`config.mk`:
```
export PLATFORM = sky130hd
export DESIGN_NAME = pc_redirect_unit
export DESIGN_NICKNAME = d
export VERILOG_FILES = /design/src/rtl/cpu_pkg.sv /design/src/rtl/pc_hist_buf.sv /design/src/rtl/pc_redirect_unit.sv
export SDC_FILE = /design/constraint.sdc
export NUM_CORES = 1
export LEC_CHECK = 0
export BUFFER_PORTS_ARGS = -buffer_cell sky130_fd_sc_hd__clkbuf_2
export CORE_AREA = 3 3 112 114
export CTS_BUF_LIST = sky130_fd_sc_hd__clkbuf_8
export CTS_CLUSTER_DIAMETER = 40
export DETAILED_ROUTE_END_ITERATION = 16
export DIE_AREA = 0 0 115 117
export PLACE_DENSITY = 0.8
export SLEW_MARGIN = 20
export SYNTH_ARGS = -nofsm -noshare
export SYNTH_HDL_FRONTEND = slang
export SYNTH_HIERARCHICAL = 1
export SYNTH_SLANG_ARGS = --single-unit
export TNS_END_PERCENT = 5
```
`constraint.sdc`:
```
create_clock -name clk -period 2.6 [get_ports clk]
set_input_delay 0.39 -clock clk [delete_from_list [all_inputs] [get_ports clk]]
set_output_delay 0.39 -clock clk [all_outputs]
set_load 0.005 [all_outputs]
```
`src/rtl/cpu_pkg.sv`:
```
// Shared types and constants for the multicycle CPU PC path: FSM states,
// exception cause codes and default vector/EPC constants.
package cpu_pkg;

    typedef enum logic [1:0] {
        RUN      = 2'd0,
        EXC_SAVE = 2'd1,
        EXC_JUMP = 2'd2
    } pc_state_t;

    localparam logic [1:0] EXC_OPCODE = 2'd0;
    localparam logic [1:0] EXC_OVF    = 2'd1;
    localparam logic [1:0] EXC_DIV0   = 2'd2;

    localparam logic [31:0] VEC_BASE_DEF   = 32'h0000_00FC;
    localparam int          EPC_OFFSET_DEF = 4;

endpackage

```
`src/rtl/pc_hist_buf.sv`:
```
// Circular buffer of the most recent PC redirect targets; read port is
// indexed backwards from the newest entry (0 = newest).
module pc_hist_buf #(
    parameter int DATA_W = 32,
    parameter int DEPTH  = 4,
    parameter int IDX_W  = $clog2(DEPTH)
) (
    input  logic              clk,
    input  logic              reset_n,
    input  logic              push,
    input  logic [DATA_W-1:0] push_data,
    input  logic [IDX_W-1:0]  hist_idx,
    output logic [DATA_W-1:0] hist_data,
    output logic [IDX_W:0]    hist_cnt
);

    logic [DATA_W-1:0] mem_q [DEPTH];
    logic [IDX_W-1:0]  wr_ptr_q, wr_ptr_d;
    logic [IDX_W:0]    cnt_q, cnt_d;
    logic [IDX_W-1:0]  rd_ptr;

    always_comb begin
        wr_ptr_d = wr_ptr_q;
        cnt_d    = cnt_q;
        if (push) begin
            wr_ptr_d = wr_ptr_q + 1'b1;
            if (cnt_q != (IDX_W+1)'(DEPTH)) cnt_d = cnt_q + 1'b1;
        end
    end

    always_ff @(posedge clk or negedge reset_n) begin
        if (!reset_n) begin
            wr_ptr_q <= '0;
            cnt_q    <= '0;
        end else begin
            wr_ptr_q <= wr_ptr_d;
            cnt_q    <= cnt_d;
        end
    end

    // Storage needs no reset: entries beyond hist_cnt are don't-care.
    always_ff @(posedge clk) begin
        if (push) mem_q[wr_ptr_q] <= push_data;
    end

    // DEPTH is a power of two, so the pointer arithmetic wraps for free.
    assign rd_ptr    = wr_ptr_q - 1'b1 - hist_idx;
    assign hist_data = mem_q[rd_ptr];
    assign hist_cnt  = cnt_q;

endmodule

```
`src/rtl/pc_redirect_unit.sv`:
```
// Next-PC selection, PC/EPC registers and the exception redirect FSM.
// Optional redirect-history buffer enabled with `define PC_HIST_EN.
module pc_redirect_unit
    import cpu_pkg::*;
#(
    parameter int                 DATA_W     = 32,
    parameter int                 NUM_SRC    = 5,
    parameter int                 SEL_W      = (NUM_SRC > 1) ? $clog2(NUM_SRC) : 1,
    parameter logic [DATA_W-1:0]  RESET_PC   = '0,
    parameter logic [DATA_W-1:0]  VEC_BASE   = DATA_W'(VEC_BASE_DEF),
    parameter int                 EPC_OFFSET = EPC_OFFSET_DEF,
    parameter int                 HIST_DEPTH = 4
) (
    input  logic                      clk,
    input  logic                      reset_n,
    input  logic [NUM_SRC*DATA_W-1:0] src_bus,
    input  logic [SEL_W-1:0]          pc_sel,
    input  logic                      pc_write,
    input  logic                      pc_write_cond,
    input  logic                      branch_taken,
    input  logic                      exc_req,
    input  logic [1:0]                exc_cause,
    input  logic                      eret,
    output logic [DATA_W-1:0]         pc_next,
    output logic [DATA_W-1:0]         pc_q,
    output logic [DATA_W-1:0]         epc_q,
    output logic                      exc_busy,
    output logic                      exc_done,
`ifdef PC_HIST_EN
    input  logic [$clog2(HIST_DEPTH)-1:0] hist_idx,
    output logic [DATA_W-1:0]             hist_data,
    output logic [$clog2(HIST_DEPTH):0]   hist_cnt,
`endif
    output logic                      sel_err
);

    pc_state_t         state_q, state_d;
    logic [DATA_W-1:0] pc_d, epc_d;
    logic [1:0]        cause_q, cause_d;
    logic              sel_err_q, sel_err_d;
    logic              exc_done_q, exc_done_d;
    logic              sel_ok;
    logic              wr_en;
`ifdef PC_HIST_EN
    logic              hist_push;
`endif

    always_comb begin
        pc_next = '0;
        sel_ok  = 1'b0;
        for (int i = 0; i < NUM_SRC; i++) begin
            if (pc_sel == SEL_W'(i)) begin
                pc_next = src_bus[i*DATA_W +: DATA_W];
                sel_ok  = 1'b1;
            end
        end
    end

    assign wr_en = pc_write | (pc_write_cond & branch_taken);

    always_comb begin
        state_d    = state_q;
        pc_d       = pc_q;
        epc_d      = epc_q;
        cause_d    = cause_q;
        sel_err_d  = sel_err_q;
        exc_done_d = 1'b0;
`ifdef PC_HIST_EN
        hist_push  = 1'b0;
`endif
        case (state_q)
            EXC_SAVE: begin
                // The fault is flagged after PC was already advanced.
                epc_d   = pc_q - DATA_W'(EPC_OFFSET);
                state_d = EXC_JUMP;
            end
            EXC_JUMP: begin
                pc_d       = VEC_BASE + DATA_W'({cause_q, 2'b00});
                exc_done_d = 1'b1;
                state_d    = RUN;
`ifdef PC_HIST_EN
                hist_push  = 1'b1;
`endif
            end
            default: begin
                if (exc_req) begin
                    cause_d = exc_cause;
                    state_d = EXC_SAVE;
                end else if (eret) begin
                    pc_d = epc_q;
`ifdef PC_HIST_EN
                    hist_push = 1'b1;
`endif
                end else if (wr_en) begin
                    if (sel_ok) begin
                        pc_d = pc_next;
`ifdef PC_HIST_EN
                        hist_push = (pc_sel != '0);
`endif
                    end else begin
                        sel_err_d = 1'b1;
                    end
                end
            end
        endcase
    end

    always_ff @(posedge clk or negedge reset_n) begin
        if (!reset_n) begin
            state_q    <= RUN;
            pc_q       <= RESET_PC;
            epc_q      <= '0;
            cause_q    <= '0;
            sel_err_q  <= 1'b0;
            exc_done_q <= 1'b0;
        end else begin
            state_q    <= state_d;
            pc_q       <= pc_d;
            epc_q      <= epc_d;
            cause_q    <= cause_d;
            sel_err_q  <= sel_err_d;
            exc_done_q <= exc_done_d;
        end
    end

    assign exc_busy = (state_q == EXC_SAVE) || (state_q == EXC_JUMP);
    assign exc_done = exc_done_q;
    assign sel_err  = sel_err_q;

`ifdef PC_HIST_EN
    pc_hist_buf #(
        .DATA_W (DATA_W),
        .DEPTH  (HIST_DEPTH)
    ) u_hist (
        .clk       (clk),
        .reset_n   (reset_n),
        .push      (hist_push),
        .push_data (pc_d),
        .hist_idx  (hist_idx),
        .hist_data (hist_data),
        .hist_cnt  (hist_cnt)
    );
`endif

endmodule
```
# ---- Yosys cells after proc, flatten, opt, wreduce, memory -nomap -nowiden
# Cells that the tools add are included.
dict set report op_classes {
  n_addsub 2
  shifts 0
  reduce_logical 9
  magnitude_cmp 0
  bitwise_logic 7
  n_mux 18
  div_mod_pow 0
  n_eq_ne 7
  mul 0
}
# operator n
set op_table {}
lappend op_table {{32-bit two-way mux} 9}
lappend op_table {{32-bit case mux with 2 select lines} 1}
lappend op_table {{32-bit by 3-bit subtractor with 32-bit output (second input constant)} 1}
lappend op_table {{8-bit by 4-bit adder with 9-bit output (first input constant)} 1}
lappend op_table {{3-bit nonzero test} 3}
lappend op_table {{3-bit by 2-bit equality test with 1-bit output (second input constant)} 2}
lappend op_table {{1-bit two-way mux} 6}
lappend op_table {{1-bit NOT} 5}
lappend op_table {{5-bit AND reduction} 1}
lappend op_table {{2-bit case mux with 2 select lines} 1}
lappend op_table {{4-bit AND reduction} 1}
lappend op_table {{3-bit by 1-bit equality test with 1-bit output (second input constant)} 1}
lappend op_table {{3-bit equality test (second input constant)} 1}
lappend op_table {{3-bit logical NOT} 1}
lappend op_table {{2-bit by 1-bit equality test with 1-bit output (second input constant)} 1}
lappend op_table {{2-bit equality test (second input constant)} 1}
lappend op_table {{2-bit two-way mux} 1}
lappend op_table {{2-bit by 1-bit inequality test with 1-bit output (second input constant)} 1}
lappend op_table {{2-bit AND reduction} 1}
lappend op_table {{2-bit OR reduction} 1}
lappend op_table {{1-bit AND} 1}
lappend op_table {{1-bit logical OR} 1}
lappend op_table {{1-bit OR} 1}
dict set report totals {
  romBits 0
  n_memories 0
  latch_bits 0
  inputBits 172
  out_inout_bits 99
  ramBits 0
  word_cells 49
  register_bits 70
}

# ---- Logic depth before layout (Yosys ltp)
# Gate-level depths: netlist of run 1.
dict set report logic_depth {
  word_depth 11
  mapped_depth 9
  depth_no_buf 6
}

# ---- Worst setup path after synthesis of run 1
# No wires, ideal clock.
dict set report synth_timing {
  path_type {flip-flop to flip-flop}
  from {register pc_q[2]}
  to {register epc_q[16]}
  arrival_time_ps 2455
  setup_ps 124
  path_stages_with_launch 9
  n_path_buf 2
  slack_ps 21
  synth_period_minus_slack_ps 2579
  t_required_ps 2476
  cell_sequence {dfrtp_1 > inv_1 > ha_1 > or4b_1 > clkbuf_1 > or4_4 > clkbuf_1 > o211a_1 > a211o_1}
}
dict set report synth_between {
  elab_chain_len 1
}
# element line_no
set synth_lines {}
lappend synth_lines {{from (decl)} pc_redirect_unit.sv:25} ;# output logic [DATA_W-1:0] pc_q,
lappend synth_lines {{from (signal assigned)} pc_redirect_unit.sv:118} ;# pc_q <= pc_d;
lappend synth_lines {{32-bit by 3-bit subtractor with 32-bit output} pc_redirect_unit.sv:74} ;# epc_d = pc_q - DATA_W'(EPC_OFFSET);
lappend synth_lines {{to (signal assigned)} pc_redirect_unit.sv:119} ;# epc_q <= epc_d;
lappend synth_lines {{to (decl)} pc_redirect_unit.sv:26} ;# output logic [DATA_W-1:0] epc_q,
# No other way between the ends.
# A chain may end at the register's enable or synchronous reset.

# ---- Final worst setup path of run 1
dict set report layout_timing {
  from {register pc_q[3]}
  to {register epc_q[18]}
}
# The elaborated chain is that of the path after synthesis.

==> run summary, run 1 <==
largest net degree at the start of global routing -> 71
Max stage delay on crit path -> 0.59 ns
first-pass GRT wire length -> 27.7 mm
clk_skew -> 0.00720 ns
Final Slew Violations -> 0
full die area -> 13500 sq um
GRT Overall Usage -> 26.5%
initial antenna violation count -> 0
DIE HEIGHT -> 117 microns
Cell Rows -> 39
grt total ovfl -> 0
Critical Path Stages -> 6
worst path arrival time -> 2.74 ns
Setup crit end kind -> register
Top delay family on crit path -> simple AND/OR/NAND/NOR gates
Reg clk slew, reported paths -> 0.07 ns
post_cts resized -> 0
LEAKAGE -> 3.36 nW
most frequent cells in the layout -> clkbuf_2 (268), dfrtp_1 (70), nor2_1 (40), nand2_1 (36), inv_1 (30)
worst reg2reg path depth -> 6
initial DRC count -> 435
max_slew headroom -> 41.3%
Post-Route WL -> 18.5 mm
Worst Max-Slew Pin Slew -> 0.881 ns
Inserted Clock Buffers -> 9
final core utilization -> 57.7%
#FFs+latches synth -> 70
num ports -> 271
Cells after Synth -> 530
post-synth cell types -> 53
Seq/Total Area, Yosys -> 36.1%
Startpoint Class -> register
outcome -> finished clean
CP cell instances -> inv_1 -> ha_1 -> or4b_4 -> or4_4 -> or4b_1 -> a31oi_1
EDFF count, synth -> 0
Avg Cell Area, Syn -> 9.15 sq um
mapped cell area -> 4850 sq um
fillers -> 1095
Yosys Warn Count -> 6
max cap viols -> 0
gr busiest metal -> met2
Final Net Count -> 965
antenna-violating nets left -> 0
GRT met3 Usage -> 4.06%
H-tree depth -> 3
syn_nets -> 706
slowest CP cell -> or4_4
peak fanout along the critical path -> 14
ratio of final minimum period to clock period -> 95.2%
final number of hold-violating endpoints -> 0
final setup fails -> 0
Setup TNS -> 0 ns
crit path time final -> 2.48 ns
area delta synth->final -> 37.0%
hold_buf cts -> 0
Pre-antenna DRT Iters -> 5
die width -> 115 microns
M1 GR Usage -> 36.0%
CTS Buffer Depth -> 2
most common cell after layout, fill and taps aside -> clkbuf_2
HPWL after detailed placement -> 14.8 mm
Max Freq -> 404 MHz
# diodes -> 0
Top FF cell, synth -> dfrtp_1
Vias/cell -> 5.80
Critical Path RT -> 2.86 ns
Vias -> 5432
area of the core -> 11500 sq um
Worst-Skew Late Latency -> 0.34 ns
post-CTS setup buffer count -> 0
critical path type -> register to register
Synth async-reset ratio -> 100%
root buffer cell -> clkbuf_8
RSZ-0062 raised after global routing -> no
wire length per cell -> 19.8 microns
share of layout cells above drive strength 1 -> 43.3%
global routing met2 resource utilization -> 44.8%
hold_ws -> 0.169 ns
power density cells -> 942 nW/um^2
starting density of the core -> 42.1%
vias in the first global route -> 5211
RD Place Congestion -> 0.924
Peak VDD IR -> 0.000337 V
drt drc -> 0
number of buffers and inverters on the critical path -> 1
Min-Delay Path Class -> primary input to async pin
area occupied by registers -> 1750 sq um
Sink Count -> 70
CTS tree -> done
IO Port Bufs -> 270
Multi-input gate area -> 2810 sq um
-- state kept, by name (all words and copies together), names as in the netlist --
signal and count:
pc_q 32, cause_q 2, exc_done 1, state_q 2, sel_err 1, epc_q 32
-- logic make-up (layout without fill, tap and decap cells) --
logic type / count (synthesis) / after routing / synth area share (%)
mux: 40 / 40 / 11.0
fa+ha+maj: 4 / 4 / 1.03
xor+xnor: 9 / 9 / 1.63
flops: 70 / 70 / 36.1
simple gates: 138 / 138 / 14.9
buf+inv: 82 / 346 / 6.47
compound gates: 187 / 187 / 28.9
-- worst paths after layout --
kind                         startpoint  slack, ns          to
setup / recovery                pc_q[3]       0.12   epc_q[18]
hold / removal                  reset_n       0.17   epc_q[21]
setup reg to reg                pc_q[3]       0.12   epc_q[18]
hold reg to reg                 sel_err       0.50     sel_err
max in group asynchronous       reset_n       1.87     pc_q[2]
min in group clk           exc_cause[1]       0.28  cause_q[1]
-- metrics by stage --
step	cells	setup WS, ns	power [W]	area (sq um)
CTS	937	0.0127	0.00626	6640
floorplan	530	0.0214	0.00387	4850
global route	937	0.0203	0.00674	6640
finish	937	0.125	0.00626	6640
detailed placement	921	0.0280	0.00536	6440
global placement	921	0.0664	0.00529	6440
-- layout make-up --
type	count	area share (%)
clock buffer	11	2.28
clock inverter	5	0.734
inverter	31	1.75
multi-input combinational	378	42.3
sequential	70	26.4
tap	143	2.69
timing repair buffer	299	23.8
-- routing by layer --
metal | vias up | part of all wire [%]
li1 | 2556 | -
met1 | 2564 | 42
met2 | 294 | 48
met3 | 18 | 9.0
met4 | 0 | 1.1
met5 | - | 0
-- synthesized netlist by cell type (3+ instances only) --
cell type	instances	area share [%]
a221o_1	8	1.7
a31oi_1	17	2.2
mux2i_1	25	5.2
nand2b_1	4	0.52
nand2_1	36	2.8
nor4_1	5	0.64
o2bb2a_1	18	3.7
and2_1	3	0.39
a32oi_1	17	3.1
nor2_1	40	3.1
a21oi_1	22	2.3
dfrtp_1	70	36
o2bb2ai_1	21	3.8
nor3_1	3	0.31
or4_1	17	2.6
buf_1	10	0.77
or3_1	11	1.4
or4b_1	3	0.62
ha_1	4	1.0
xnor2_1	9	1.6
mux4_2	10	4.6
clkbuf_1	36	2.8
buf_2	4	0.41
a22oi_1	19	2.9
o221ai_1	4	0.72
mux2_2	5	1.2
o31ai_1	14	2.2
or2_2	5	0.64
o21ai_0	25	2.6
inv_1	30	2.3
-- power breakdown --
group	internal [W]	total (W)	switching, W
Clock	0.000487	0.000898	0.000410
Sequential	0.00163	0.00224	0.000603
Combinational	0.00143	0.00312	0.00169
Total	0.00355	0.00626	0.00271
Power figures use the tool's default switching activity.
==> run 2, diff against run 1 <==
--- a/config.mk
+++ b/config.mk
@@ -6,12 +6,14 @@
 export NUM_CORES = 1
 export LEC_CHECK = 0
 export BUFFER_PORTS_ARGS = -buffer_cell sky130_fd_sc_hd__clkbuf_2
-export CORE_AREA = 3 3 112 114
+export CORE_AREA = 3 3 129 100
 export CTS_BUF_LIST = sky130_fd_sc_hd__clkbuf_8
 export CTS_CLUSTER_DIAMETER = 40
 export DETAILED_ROUTE_END_ITERATION = 16
-export DIE_AREA = 0 0 115 117
+export DIE_AREA = 0 0 132 103
+export GPL_TIMING_DRIVEN = 0
 export PLACE_DENSITY = 0.8
+export SKIP_LAST_GASP = 1
 export SLEW_MARGIN = 20
 export SYNTH_ARGS = -nofsm -noshare
 export SYNTH_HDL_FRONTEND = slang
==> run 2 against run 1 <==
Effect of this change: the run now ends with setup timing left; wire length increased by 13%; clock power is 3.2% lower; final area rose by 1.7%; critical path depth up 1; largest cell class unchanged.
==> run summary, run 2 (synthesized netlist as in run 1, its figures left out) <==
top flop regs -> epc_q: 32 flops, pc_q: 32 flops
HPWL after detailed placement -> 16.8 mm (+14%)
Vias -> 5769 (+6.2%)
GRT met3 Usage -> 7.32% (+3.3 points)
R2R Setup Slk -> -0.11 ns (-0.24 ns)
violated checks -> setup timing
M1 GR Usage -> 40.7% (+4.7 points)
LEAKAGE -> 3.37 nW (+0.36%)
full die area -> 13600 sq um (+1.0%)
vias in the first global route -> 5254 (+0.83%)
area of the core -> 11600 sq um (+0.85%)
Vias/cell -> 5.87 (+1.2%)
Pre-antenna DRT Iters -> 5 (unchanged)
max_slew headroom -> 20.2% (-21 points)
grt total ovfl -> 0 (unchanged)
final setup fails -> 22 (+22)
final number of hold-violating endpoints -> 0 (unchanged)
crit-path most repeated cell -> clkbuf_1
Worst R2R Start -> state_q[0]
wire length per cell -> 21.4 microns (+8.0%)
Peak VDD IR -> 0.000436 V (+30%)
fillers -> 1085 (-0.91%)
Worst Setup EP -> pc_q[23]
Max stage delay on crit path -> 0.57 ns (-0.02 ns)
Critical Path RT -> 2.89 ns (+0.03 ns)
Final Net Count -> 992 (+2.8%)
Reg clk slew, reported paths -> 0.08 ns (about the same)
CP cell instances -> ha_1 -> clkbuf_1 -> nor3_1 -> nand4bb_4 -> clkbuf_1 -> a21oi_1 -> a221o_1
Post-Route WL -> 21.0 mm (+13%)
crit path time final -> 2.71 ns (+0.238 ns)
Worst-Skew Late Latency -> 0.35 ns (about the same)
ratio of final minimum period to clock period -> 104% (+9.1 points)
Startpoint Class -> register
most frequent cells in the layout -> clkbuf_2 (277), dfrtp_1 (70), nor2_1 (40), nand2_1 (36), inv_1 (30)
Setup crit start -> state_q[0]
Setup WS post-layout -> -0.113 ns (-0.238 ns)
critical path type -> register to register
share of layout cells above drive strength 1 -> 41.8% (-1.5 points)
Worst Max-Slew Pin Slew -> 1.18 ns (+0.303 ns)
r2r endpoint -> pc_q[23]
drt drc -> 0 (unchanged)
largest net degree at the start of global routing -> 54 (-24%)
RD Place Congestion -> 0.974 (+5.5%)
Post-Layout Cell Count -> 983 (+4.9%)
gr busiest metal -> met2
DP Cell Count -> 964 (+4.7%)
Setup crit end kind -> register
worst path arrival time -> 3.00 ns (+0.26 ns)
starting density of the core -> 41.8% (-0.35 points)
Cell Rows -> 34 (-13%)
hold_ws -> 0.272 ns (+0.103 ns)
peak fanout along the critical path -> 10 (-4)
num ports -> 271 (unchanged)
outcome -> finished, violations left
Inserted Clock Buffers -> 9 (unchanged)
IO Port Bufs -> 270 (unchanged)
Setup TNS -> -0.718 ns (-0.718 ns)
max cap viols -> 0 (unchanged)
DIE HEIGHT -> 103 microns (-12%)
Max Freq -> 369 MHz (-8.8%)
global routing met2 resource utilization -> 45.5% (+0.72 points)
worst reg2reg path depth -> 7 (+1)
H-tree depth -> 3 (unchanged)
first-pass GRT wire length -> 30.5 mm (+10%)
Sink Count -> 70 (unchanged)
area delta synth->final -> 39.3%
most common cell after layout, fill and taps aside -> clkbuf_2
power density cells -> 933 nW/um^2 (-0.94%)
die width -> 132 microns (+15%)
slowest CP cell -> nor3_1
GRT Overall Usage -> 29.2% (+2.7 points)
root buffer cell -> clkbuf_8
RSZ-0062 raised after global routing -> yes
Min-Delay Path Class -> primary input to register
Final Slew Violations -> 0 (unchanged)
antenna-violating nets left -> 0 (unchanged)
initial DRC count -> 481 (+11%)
CTS tree -> done
# diodes -> 0 (unchanged)
CTS Buffer Depth -> 2 (unchanged)
initial antenna violation count -> 1 (+1)
clk_skew -> 0.00740 ns (+0.000199 ns)
run 2: cell count changes in the layout (fill, tap and decap cells not counted), sizes merged:
cell	previous run	this run
buf	31	22
clkbuf	279	312
clkinv	4	5
clkinvlp	0	2
dlygate4sd3	0	1
inv	31	30
run 2: critical path: cells and delay by family (launching register included):
kind | cells | cell delay [ns]
compound gates | 2 | 0.50
buf+inv | 2 | 0.63
flops | 1 | 0.41
fa+ha+maj | 1 | 0.20
simple gates | 2 | 0.91
run 2: worst min path at each step:
stage                            start    endpoint  cells past startpoint
after floorplan                reset_n  cause_q[0]                      0
after global placement         sel_err     sel_err                      1
after detailed placement       reset_n    exc_done                      1
after CTS                 exc_cause[1]  cause_q[1]                      2
after global routing      exc_cause[0]  cause_q[0]                      2
final                     exc_cause[1]  cause_q[1]                      2
run 2: final cells by class:
cell class                      count  area (sq um)  area share (%)
Buffer                             47           231            3.43
Clock inverter                      7          65.1           0.963
Sequential cell                    70          1750            25.9
Timing Repair Buffer              279          1440            21.3
Clock buffer                        9           124            1.83
Tap cell                          162           203            3.00
Inverter                           31           118            1.74
Multi-Input combinational cell    378          2830            41.8
run 2: layer usage:
layer  routed length (microns)  vias up
li1                          -     2610
met1                      8730     2742
met2                      9510      381
met3                      2360       34
met4                       404        2
met5                        13        -
run 2: where the power goes:
| group | total [W] | internal, W | switching, W |
|---|---|---|---|
| registers | 0.00228 | 0.00163 | 0.000650 |
| logic | 0.00315 | 0.00142 | 0.00173 |
| clock network | 0.000869 | 0.000436 | 0.000433 |
run 2: per-stage QoR:
step | cell area, sq um | setup slack, ns | power, W | util (%)
after floorplan | 4850 | 0.0214 | 0.00387 | -
after global placement | 6400 | -0.496 | 0.00521 | 55.1
after detailed placement | 6450 | -0.426 | 0.00531 | 55.5
after CTS | 6690 | -0.118 | 0.00619 | 57.6
after global routing | 6760 | -0.216 | 0.00672 | 58.2
final | 6760 | -0.113 | 0.00630 | 58.2
run 2: timing repair:
item	CTS	global route
gates resized for setup	22	16
pin swaps	1	3
hold buffers	1	0
buffers inserted	0	5
setup endpoints to repair	71	60
cloned	0	1
endpoints found under the hold margin	17	0
==> run 3, diff against run 2 <==
--- a/config.mk
+++ b/config.mk
@@ -5,18 +5,18 @@
 export SDC_FILE = /design/constraint.sdc
 export NUM_CORES = 1
 export LEC_CHECK = 0
-export BUFFER_PORTS_ARGS = -buffer_cell sky130_fd_sc_hd__clkbuf_2
+export BUFFER_PORTS_ARGS = -buffer_cell sky130_fd_sc_hd__buf_2
 export CORE_AREA = 3 3 129 100
 export CTS_BUF_LIST = sky130_fd_sc_hd__clkbuf_8
 export CTS_CLUSTER_DIAMETER = 40
 export DETAILED_ROUTE_END_ITERATION = 16
 export DIE_AREA = 0 0 132 103
 export GPL_TIMING_DRIVEN = 0
-export PLACE_DENSITY = 0.8
+export PLACE_DENSITY_LB_ADDON = 0.2
 export SKIP_LAST_GASP = 1
 export SLEW_MARGIN = 20
 export SYNTH_ARGS = -nofsm -noshare
 export SYNTH_HDL_FRONTEND = slang
 export SYNTH_HIERARCHICAL = 1
 export SYNTH_SLANG_ARGS = --single-unit
-export TNS_END_PERCENT = 5
+export TNS_END_PERCENT = 1
==> run 3 against run 2 <==
Effect of this change: the flow still finishes with violations (setup timing); sequential cell count is the same; power increased by 2.7%; worst hold slack got worse by 0.26 ns; combinational power is 2% higher; die area stayed put; first-iteration DRC count increased by 4.8%; wire length rose by 4.7%; clock skew is 0.0015 ns higher; final cell count down 0.51%; register-to-register slack improved by 0.05 ns; largest power group unchanged.
==> run summary, run 3 (synthesized netlist as in run 1, its figures left out) <==
LEAKAGE -> 3.34 nW (-0.96%)
max_slew headroom -> 41.3% (+21 points)
Vias/cell -> 5.96 (+1.5%)
outcome -> finished, violations left
DP Cell Count -> 964 (unchanged)
wire length per cell -> 22.5 microns (+5.2%)
GRT Overall Usage -> 30.9% (+1.7 points)
Flop pwr share -> 35.7% (-0.5 points)
fillers -> 1106 (+1.9%)
Logic pwr share -> 49.5% (-0.5 points)
antenna-violating nets left -> 0 (unchanged)
Top Layer Used -> met4
area occupied by registers -> 1750 sq um (unchanged)
num ports -> 271 (unchanged)
HPWL after detailed placement -> 17.4 mm (+3.4%)
Setup crit end kind -> register
wl on met1 -> 9.05 mm (+3.7%)
peak fanout along the critical path -> 10 (unchanged)
final setup fails -> 8 (-64%)
die width -> 132 microns (unchanged)
Final Slew Violations -> 0 (unchanged)
H-tree depth -> 3 (unchanged)
hold_ws -> 0.0131 ns (-0.259 ns)
CTS Buffer Depth -> 2 (unchanged)
max cap viols -> 0 (unchanged)
initial DRC count -> 504 (+4.8%)
met3 WL -> 2.18 mm (-7.6%)
Cell Rows -> 34 (unchanged)
final number of hold-violating endpoints -> 0 (unchanged)
Peak VDD IR -> 0.000609 V (+40%)
vias in the first global route -> 5643 (+7.4%)
IO Port Bufs -> 270 (unchanged)
Inserted Clock Buffers -> 9 (unchanged)
worst reg2reg path depth -> 7 (unchanged)
grt total ovfl -> 0 (unchanged)
crit path time final -> 2.66 ns (-0.0529 ns)
area of the core -> 11600 sq um (unchanged)
largest net degree at the start of global routing -> 41 (-24%)
RD Place Congestion -> 0.950 (-2.5%)
Max stage delay on crit path -> 0.57 ns (about the same)
Critical Path RT -> 2.83 ns (-0.06 ns)
power density cells -> 961 nW/um^2 (+3.0%)
root buffer cell -> clkbuf_8
share of layout cells above drive strength 1 -> 42.6% (+0.78 points)
Sink Count -> 70 (unchanged)
met2 WL post-DR -> 10.3 mm (+8.4%)
area delta synth->final -> 38.8%
most frequent cells in the layout -> buf_2 (271), dfrtp_1 (70), nor2_1 (40), nand2_1 (36), inv_1 (31)
first-pass GRT wire length -> 32.5 mm (+6.5%)
Reg clk slew, reported paths -> 0.07 ns (about the same)
Startpoint Class -> register
clk_skew -> 0.00894 ns (+0.00153 ns)
Max Freq -> 376 MHz (+2.0%)
Worst Max-Slew Pin Slew -> 0.872 ns (-0.312 ns)
Clk pwr share -> 14.9% (+1.1 points)
Pint -> 0.00358 W (+2.6%)
violated checks -> setup timing
Vias -> 5824 (+0.95%)
Switching Fraction -> 44.7% (+0.075 points)
initial antenna violation count -> 3 (+2)
Pre-antenna DRT Iters -> 5 (unchanged)
RSZ-0062 raised after global routing -> yes
Post-Layout Cell Count -> 978 (-0.51%)
Setup WS pre-CTS -> -0.498 ns (-0.0717 ns)
DIE HEIGHT -> 103 microns (unchanged)
Worst R2R Start -> pc_q[2]
most common cell after layout, fill and taps aside -> buf_2
Setup WS post-layout -> -0.0601 ns (+0.0529 ns)
Final Net Count -> 984 (-0.81%)
starting density of the core -> 41.8% (unchanged)
CTS tree -> done
Worst-Skew Late Latency -> 0.35 ns (about the same)
Post-Route WL -> 22.0 mm (+4.7%)
worst path arrival time -> 2.89 ns (-0.11 ns)
R2R Setup Slk -> -0.06 ns (+0.05 ns)
Min-Delay Path Class -> primary input to async pin
full die area -> 13600 sq um (unchanged)
Psw -> 0.00289 W (+2.9%)
slowest CP cell -> or4_4
critical path type -> register to register
r2r endpoint -> epc_q[16]
top flop regs -> epc_q: 32 flops, pc_q: 32 flops
Multi-input gate area -> 2840 sq um (+0.44%)
ratio of final minimum period to clock period -> 102% (-2.0 points)
drt drc -> 0 (unchanged)
CP cell instances -> inv_1 -> ha_2 -> or4b_4 -> or4_4 -> clkbuf_4 -> o211a_1 -> a211o_1
run 3: final cells by class:
type | instances | area share (%)
multi-input cells | 378 | 42.1
clock inverters | 7 | 1.34
inverters | 31 | 1.78
repair buffers | 273 | 20.6
clock buffers | 9 | 1.84
diodes | 3 | 0.111
plain buffers | 45 | 3.16
flip-flops and latches | 70 | 26.0
well taps | 162 | 3.01
run 3: how the worst max path moves through the flow:
stage / slack [ns] / cells after the start / to / startpoint
2_1_floorplan: 0.02 / 8 / epc_q[16] / pc_q[2]
3_3_place_gp: -0.97 / 6 / pc_q[5] / state_q[0]
3_5_place_dp: -0.50 / 8 / pc_q[2] / state_q[1]
4_1_cts: -0.14 / 7 / epc_q[16] / pc_q[2]
5_1_grt: -0.13 / 7 / epc_q[22] / pc_q[2]
6_report: -0.06 / 7 / epc_q[16] / pc_q[2]
run 3: routing by layer:
metal,up-vias,global-route usage (%)
li1,2597,-
met1,2865,41.2
met2,332,49.9
met3,30,8.00
met4,0,9.69
met5,-,0
run 3: timing repair:
item                       CTS  global route
hold buffers                 0             0
gates resized for setup     14            30
setup buffers                1             0
setup endpoints to repair   66            69
pin swaps                    1             0
run 3: power by group through the flow:
stage | clock network (W) | logic [W] | registers (W)
2_1_floorplan | 0 | 0.00173 | 0.00214
3_3_place_gp | 0 | 0.00301 | 0.00226
3_5_place_dp | 0 | 0.00309 | 0.00229
4_1_cts | 0.000958 | 0.00311 | 0.00227
5_1_grt | 0.00101 | 0.00352 | 0.00238
6_report | 0.000962 | 0.00320 | 0.00231
run 3: through the flow:
step                      util [%]  power (W)  setup TNS (ns)  instance area, sq um
after floorplan                  -    0.00387               0                  4850
after global placement        55.1    0.00527          -31.87                  6400
after detailed placement      55.5    0.00538          -18.43                  6440
after CTS                     57.6    0.00635           -3.19                  6680
after global routing          58.0    0.00691           -2.18                  6740
final                         58.0    0.00647          -0.265                  6740
run 3: critical path, delay by kind of cell, from the launching register on:
kind / cells / cell delay, ns
AO/OA/AOI/OAI: 2 / 0.48
buffers and inverters: 2 / 0.34
flip-flops: 1 / 0.41
adder cells (fa/ha/maj): 1 / 0.21
AND/OR/NAND/NOR: 2 / 1.09
